`src/rtl/div_seq_ctrl.sv`:
```
// rtl/div_seq_ctrl.sv - request/response sequencer for the 8-bit shift-subtract divider
// Optional feature: define SIGNED_DIV_EN for two's-complement requests (in_signed).
module div_seq_ctrl #(
  parameter int TIMEOUT_CYCLES = 16,
  parameter int CNT_W          = 5
) (
  input  logic       clk,
  input  logic       rst,
  input  logic       in_valid,
  output logic       in_ready,
  input  logic [7:0] in_a,
  input  logic [7:0] in_b,
  input  logic       in_signed,
  output logic       out_valid,
  input  logic       out_ready,
  output logic [7:0] out_q,
  output logic [7:0] out_r,
  output logic       out_dbz,
  output logic       out_timeout,
  output logic       div_start,
  output logic [7:0] div_a,
  output logic [7:0] div_b,
  input  logic [7:0] div_q,
  input  logic [7:0] div_r,
  input  logic       div_done
);

  localparam logic [2:0] S_IDLE  = 3'd0;
  localparam logic [2:0] S_ISSUE = 3'd1;
  localparam logic [2:0] S_WAIT  = 3'd2;
  localparam logic [2:0] S_FIX   = 3'd3;
  localparam logic [2:0] S_HOLD  = 3'd4;

  localparam logic [CNT_W-1:0] CNT_LAST = CNT_W'(TIMEOUT_CYCLES - 1);

  logic [2:0]       state;
  logic [CNT_W-1:0] cnt;
  logic [7:0]       mag_a;
  logic [7:0]       mag_b;
  logic             go_fix;

`ifdef SIGNED_DIV_EN
  // Sign corrections to apply in FIX, decided from the operands at accept time
  logic neg_q;
  logic neg_r;
  logic sgn_r;

  // Divider only sees magnitudes of signed operands; |-128| wraps to 8'h80
  always_comb begin
    mag_a = (in_signed && in_a[7]) ? 8'(~in_a + 8'd1) : in_a;
    mag_b = (in_signed && in_b[7]) ? 8'(~in_b + 8'd1) : in_b;
  end

  assign go_fix = sgn_r;
`else
  logic unused_signed;

  assign unused_signed = in_signed;
  assign mag_a         = in_a;
  assign mag_b         = in_b;
  assign go_fix        = 1'b0;
`endif

  assign in_ready  = (state == S_IDLE);
  assign out_valid = (state == S_HOLD);
  assign div_start = (state == S_ISSUE);

  // Main sequencer: accept, issue, wait for done or timeout, fix sign, hold result
  always_ff @(posedge clk) begin
    if (rst) begin
      state       <= S_IDLE;
      cnt         <= '0;
      out_q       <= 8'd0;
      out_r       <= 8'd0;
      out_dbz     <= 1'b0;
      out_timeout <= 1'b0;
      div_a       <= 8'd0;
      div_b       <= 8'd0;
`ifdef SIGNED_DIV_EN
      neg_q       <= 1'b0;
      neg_r       <= 1'b0;
      sgn_r       <= 1'b0;
`endif
    end else begin
      case (state)
        S_IDLE: begin
          if (in_valid) begin
            out_timeout <= 1'b0;
            if (in_b == 8'd0) begin
              // Divide-by-zero never touches the divider
              out_q   <= 8'hFF;
              out_r   <= in_a;
              out_dbz <= 1'b1;
              state   <= S_HOLD;
            end else begin
              out_dbz <= 1'b0;
              div_a   <= mag_a;
              div_b   <= mag_b;
`ifdef SIGNED_DIV_EN
              sgn_r   <= in_signed;
              neg_q   <= in_signed & (in_a[7] ^ in_b[7]);
              neg_r   <= in_signed & in_a[7];
`endif
              state   <= S_ISSUE;
            end
          end
        end
        S_ISSUE: begin
          cnt   <= '0;
          state <= S_WAIT;
        end
        S_WAIT: begin
          cnt <= cnt + 1'b1;
          // A done seen in the first WAIT cycle belongs to the previous operation
          if (div_done && (cnt != '0)) begin
            out_q <= div_q;
            out_r <= div_r;
            state <= go_fix ? S_FIX : S_HOLD;
          end else if (cnt == CNT_LAST) begin
            out_q       <= 8'd0;
            out_r       <= 8'd0;
            out_timeout <= 1'b1;
            state       <= S_HOLD;
          end
        end
        S_FIX: begin
`ifdef SIGNED_DIV_EN
          if (neg_q) out_q <= 8'd0 - out_q;
          if (neg_r) out_r <= 8'd0 - out_r;
`endif
          state <= S_HOLD;
        end
        S_HOLD: begin
          if (out_ready) state <= S_IDLE;
        end
        default: state <= S_IDLE;
      endcase
    end
  end

endmodule

```
`config.mk`:
```
export PLATFORM = sky130hd
export DESIGN_NAME = div_seq_ctrl
export DESIGN_NICKNAME = d
export VERILOG_FILES = /design/src/rtl/div_seq_ctrl.sv
export SDC_FILE = /design/constraint.sdc
export NUM_CORES = 1
export LEC_CHECK = 0
export CAP_MARGIN = 10
export CORE_MARGIN = 5
export CORE_UTILIZATION = 33
export DETAILED_ROUTE_END_ITERATION = 12
export GPL_TIMING_DRIVEN = 0
export PLACE_DENSITY = 0.66
export SKIP_LAST_GASP = 1
export SLEW_MARGIN = 20
export SYNTH_ARGS = -nofsm -noshare
export SYNTH_HDL_FRONTEND = slang
export SYNTH_SLANG_ARGS = --single-unit
```
`constraint.sdc`:
```
create_clock -name clk -period 1.9 [get_ports clk]
set_clock_uncertainty 0.2 [all_clocks]
set_input_delay 0.38 -clock clk [delete_from_list [all_inputs] [get_ports clk]]
set_output_delay 0.38 -clock clk [all_outputs]
set_load 0.005 [all_outputs]
```
## Word-level counts from Yosys, hierarchy flattened

Index checks and enable logic that the tools add are counted.

| storage, ports and cells | value |
|---|---|
| bits of input ports | 38 |
| bits in registers | 42 |
| output and inout port bits | 37 |
| logic and storage cells | 53 |

| cells by class | value |
|---|---|
| mux-type cells | 21 |
| equal/unequal tests | 11 |
| add/subtract/negate cells | 1 |
| bitwise gates (word level) | 1 |
| reduce and logical (&&, ||, !) cells | 11 |

Operator list:

| operator | count |
|---|---|
| 8-bit two-way mux | 7 |
| 8-bit case mux with 2 select lines | 2 |
| 3-bit two-way mux | 5 |
| 3-bit case mux with 5 select lines | 1 |
| 5-bit case mux with 2 select lines | 1 |
| 8-bit logical NOT | 1 |
| 4-bit AND reduction | 2 |
| 3-bit by 2-bit equality test with 1-bit output, second input constant | 2 |
| 2-bit inequality test, second input constant | 3 |
| 3-bit AND reduction | 2 |
| 5-bit by 1-bit adder with 5-bit output, second input constant | 1 |
| 5-bit by 4-bit equality test with 1-bit output, second input constant | 1 |
| 5-bit nonzero test | 1 |
| 1-bit two-way mux | 4 |
| 2-bit by 1-bit inequality test with 1-bit output, second input constant | 2 |
| 2-bit nonzero test | 2 |
| 3-bit by 1-bit equality test with 1-bit output, second input constant | 1 |
| 3-bit equality test, second input constant | 1 |
| 3-bit logical NOT | 1 |
| 3-bit inequality test, second input constant | 1 |
| 1-bit case mux with 2 select lines | 1 |
| 2-bit AND reduction | 1 |
| 1-bit logical AND | 1 |
| 1-bit NOT | 1 |

## Depth between registers and ports, before layout

| depth | value |
|---|---|
| word-level depth | 4 |
| gate-level depth with buffers | 8 |
| gate-level depth less buffers | 7 |

## Worst setup path after synthesis

OpenSTA, ideal clock, no wires.

| timing | value |
|---|---|
| path kind | reg2reg |
| from | register cnt[0] |
| to | register out_r[0] |
| stages on the path, launching flop included | 9 |
| clock period less this slack | 2.103 ns |
| required time | 1.568 ns |
| setup time | 0.132 ns |
| path slack | -0.203 ns |
| data arrival time | 1.771 ns |
| buffers on the path | 1 |
| path through | dfxtp_1 ha_1 and3_1 ha_1 or2_2 o211a_4 buf_6 nor3_1 nor3_1 |

| between the ends | value |
|---|---|
| word-level cells in the longest chain between the ends | 4 |
| elaborated cells on any way between the ends | 7 |
| classes of those cells | eq/ne: 2; mux: 2; reduce/logical: 3 |

Ends and longest elaborated chain:

| item | line | text |
|---|---|---|
| from (decl) | 37 | `logic [CNT_W-1:0] cnt;` |
| from (signal assigned) | 113 | `cnt <= cnt + 1'b1;` |
| 5-bit nonzero test | 115 | `if (div_done && (cnt != '0)) begin` |
| 1-bit logical AND | 115 |  |
| 3-bit inequality test (no line) / 8-bit two-way mux (equally long branches) | n/a |  |
| 4-bit AND reduction (no line) / 8-bit case mux with 2 select lines (equally long branches) | n/a |  |
| to (signal assigned) | 92 | `out_r <= in_a;` |
| to (signal assigned) | 117 | `out_r <= div_r;` |
| to (decl) | 17 | `output logic [7:0] out_r,` |

Several ways; a longest one is shown, not always the timed one.
A chain may end at the register's enable or synchronous reset.

## Worst setup path after layout

| timing | value |
|---|---|
| from | register cnt[0] |
| to | register out_r[7] |

Same word-level chain as after synthesis.

==> metrics.md <==
| Metric | Value |
|---|---|
| Met2 GRT Util | `26.3%` |
| HPWL after DPL | `3940 µm` |
| Top Usage Layer GRT | `met2` |
| GPL Wtd Cong | `0.803` |
| Synth top area cells | `dfxtp_1, mux2i_1, nor3_1` |
| Met1 Use GR | `20.6%` |
| Vias in the first global route | `1,933` |
| Failing checks | `setup timing` |
| Mapped Cells | `202` |
| Area leader, netlist | `dfxtp_1` |
| Vias per cell | `5.06` |
| Multi-input gate area | `1220 µm²` |
| Placement Setup Slack | `-0.984 ns` |
| Setup violations, final | `33` |
| CTS root buf | `clkbuf_8` |
| Worst min-delay path class | `in -> reg` |
| # port buffers | `72` |
| Final Cycle Share | `110%` |
| Final nets | `354` |
| Die height | `86.0 µm` |
| Core area | `5570 µm²` |
| Arr. time, crit path | `2.06 ns` |
| Count of final max-slew check failures | `0` |
| First-pass GRT wire length | `9520 µm` |
| #FFs+latches synth | `42` |
| Pleak | `1.31 nW` |
| Die X | `86.0 µm` |
| Post-synthesis sequential area ratio | `44.1%` |
| Top-area cell type share of the netlist area | `44.1%` |
| Most frequent cells in the layout | `clkdlybuf4s50_1, dfxtp_1, nor2_1` |
| CTS tree | `built` |
| Predominant post-synthesis flop cell | `dfxtp_1` |
| Status | `finished with violations` |
| Routed WL per cell | `15.7 µm` |
| Initial DRC count | `105` |
| M3 GR Usage | `4.42%` |
| Crit. End Element | `flip-flop` |
| Largest net degree at the start of global routing | `13` |
| Commonest non-fill, non-tap cell in the layout | `clkdlybuf4s50_1` |
| Vias | `1,947` |
| Initial antenna violation count | `0` |
| Layout area overhead | `79.6%` |
| DR pass1 iterations | `6` |
| Placed cells | `346` |
| CTS sink cnt | `42` |
| Fin crit period | `2.09 ns` |
| Peak VDD IR | `0.302 mV` |
| Worst Tran Pin Value | `0.534 ns` |
| Non-Filler Cell Area, Final | `3430 µm²` |
| Total placed instance area | `2800 µm²` |
| Hold Vio Cnt, Final | `0` |
| Fin Hold WS | `0.204 ns` |
| DR DRC count | `0` |
| Ys async rst share | `0%` |
| Req. time, crit path | `1.87 ns` |
| I/O pins | `75` |
| Crit Path Class | `reg -> reg` |
| EDFF count, synth | `0` |
| Max_cap viols | `0` |
| Initial Util | `34.2%` |
| Share of cells above drive strength 1 | `31.9%` |
| Total grt overflow | `0` |
| Post-Syn Area per Cell | `9.45 µm²` |
| Antenna Diode Count | `0` |
| Maximum root-to-sink buffer count | `2` |
| Num CTS Buffers | `5` |
| Worst setup SP type | `flip-flop` |
| Setup WS post-layout | `-0.194 ns` |
| ANT nets after route | `0` |
| Mapped cell area | `1910 µm²` |
| Fillcell total | `464` |
| Ys Warns | `0` |
| Max Freq | `478 MHz` |
| RSZ-0062 raised after global routing | `true` |
| CTS clk-pin slew, worst paths | `0.08 ns` |
| CTS Hold Bufs | `0` |
| H-tree lvl count | `2` |
| Relative slew slack | `64.3%` |
| # rows | `27` |
| Yosys cell types | `41` |
| Clk_lat worst skew | `0.29 ns` |
| Die area | `7400 µm²` |
| Final wirelength | `6040 µm` |
| Crit-path max FO | `10` |
| Non-Filler Instances | `385` |
| GRT Util Overall | `16.0%` |
| Syn_nets | `243` |
| Register area | `850 µm²` |
| PwrDens | `616 nW/µm²` |
==> worst max-delay path, stage by stage, from the launching register on <==
cell	delay, ns
dfxtp_4	0.37
inv_4	0.05
ha_4	0.12
or4b_4	0.46
buf_8	0.16
o211a_4	0.27
buf_12	0.16
nor3_2	0.12
nor3_1	0.06
==> registers in the layout, summed over array words and instances, names as in the netlist <==
name         cells
div_a            8
div_b            8
out_q            8
out_r            8
cnt              5
state            3
out_dbz          1
out_timeout      1
==> stage by stage <==
| step | util (%) | total power [mW] | setup TNS (ns) |
|---|---|---|---|
| 2_1_floorplan | - | 1.18 | -0.746 |
| 3_3_place_gp | 50.1 | 1.39 | -24.43 |
| 3_5_place_dp | 50.1 | 1.39 | -24.94 |
| 4_1_cts | 58.2 | 2.08 | -3.69 |
| 5_1_grt | 61.5 | 2.21 | -6.38 |
| 6_report | 61.5 | 2.11 | -3.52 |
==> cell families after synthesis <==
family / synth area share, %
DFF: 44.1
AOI/OAI and AO/OA: 14.9
and+or+nand+nor: 23.5
buffers and inverters: 6.62
adders and majority gates: 1.97
muxes: 8.92
==> worst paths after layout <==
check	cells after the start	endpoint	slack (ns)	from
worst max-delay path	8	out_r[7]$_SDFFE_PP0P_	-0.19	cnt[0]$_SDFFE_PP0P_
worst min-delay path	2	state[0]$_SDFFE_PP0P_	0.20	rst
worst max register to register	8	out_r[7]$_SDFFE_PP0P_	-0.19	cnt[0]$_SDFFE_PP0P_
worst min register to register	2	div_b[3]$_SDFFE_PP0P_	0.30	div_b[3]$_SDFFE_PP0P_
==> routing by layer <==
metal | vias up | share of wire [%]
met3 | 8 | 7.9
met4 | 0 | 1.3
met5 | - | 0
met2 | 77 | 48
li1 | 968 | -
met1 | 894 | 43
==> layout make-up <==
class	instances	share of cell area, %
buffer	15	4.64
inverter	6	0.730
timing repair buffer	103	29.2
sequential	42	24.8
clock inverter	2	0.292
clock buffer	5	2.01
tap	72	2.63
multi-input combinational	140	35.7
==> report_power, final <==
| group | leakage [nW] | switching (mW) | internal (mW) |
|---|---|---|---|
| Sequential | 0.344 | 0.0290 | 0.925 |
| Combinational | 0.925 | 0.243 | 0.369 |
| Clock | 0.0438 | 0.298 | 0.247 |
==> synth_stat cells (all sizes together), types with 5 or more instances <==
cell and number:
buf 8, a222oi 8, mux2i 17, a21oi 6
nor3 29, clkbuf 7, inv 5, a211oi 7
o21ai 8, nor2 30, dfxtp 42
==> what timing repair did <==
action | CTS | global route
pin swaps | 6 | 15
hold endpoints to repair | 0 | 0
gates cloned | 3 | 0
setup endpoints to repair | 45 | 43
resized for setup | 37 | 40
setup buffers | 19 | 11
Power figures use the tool's default switching activity.
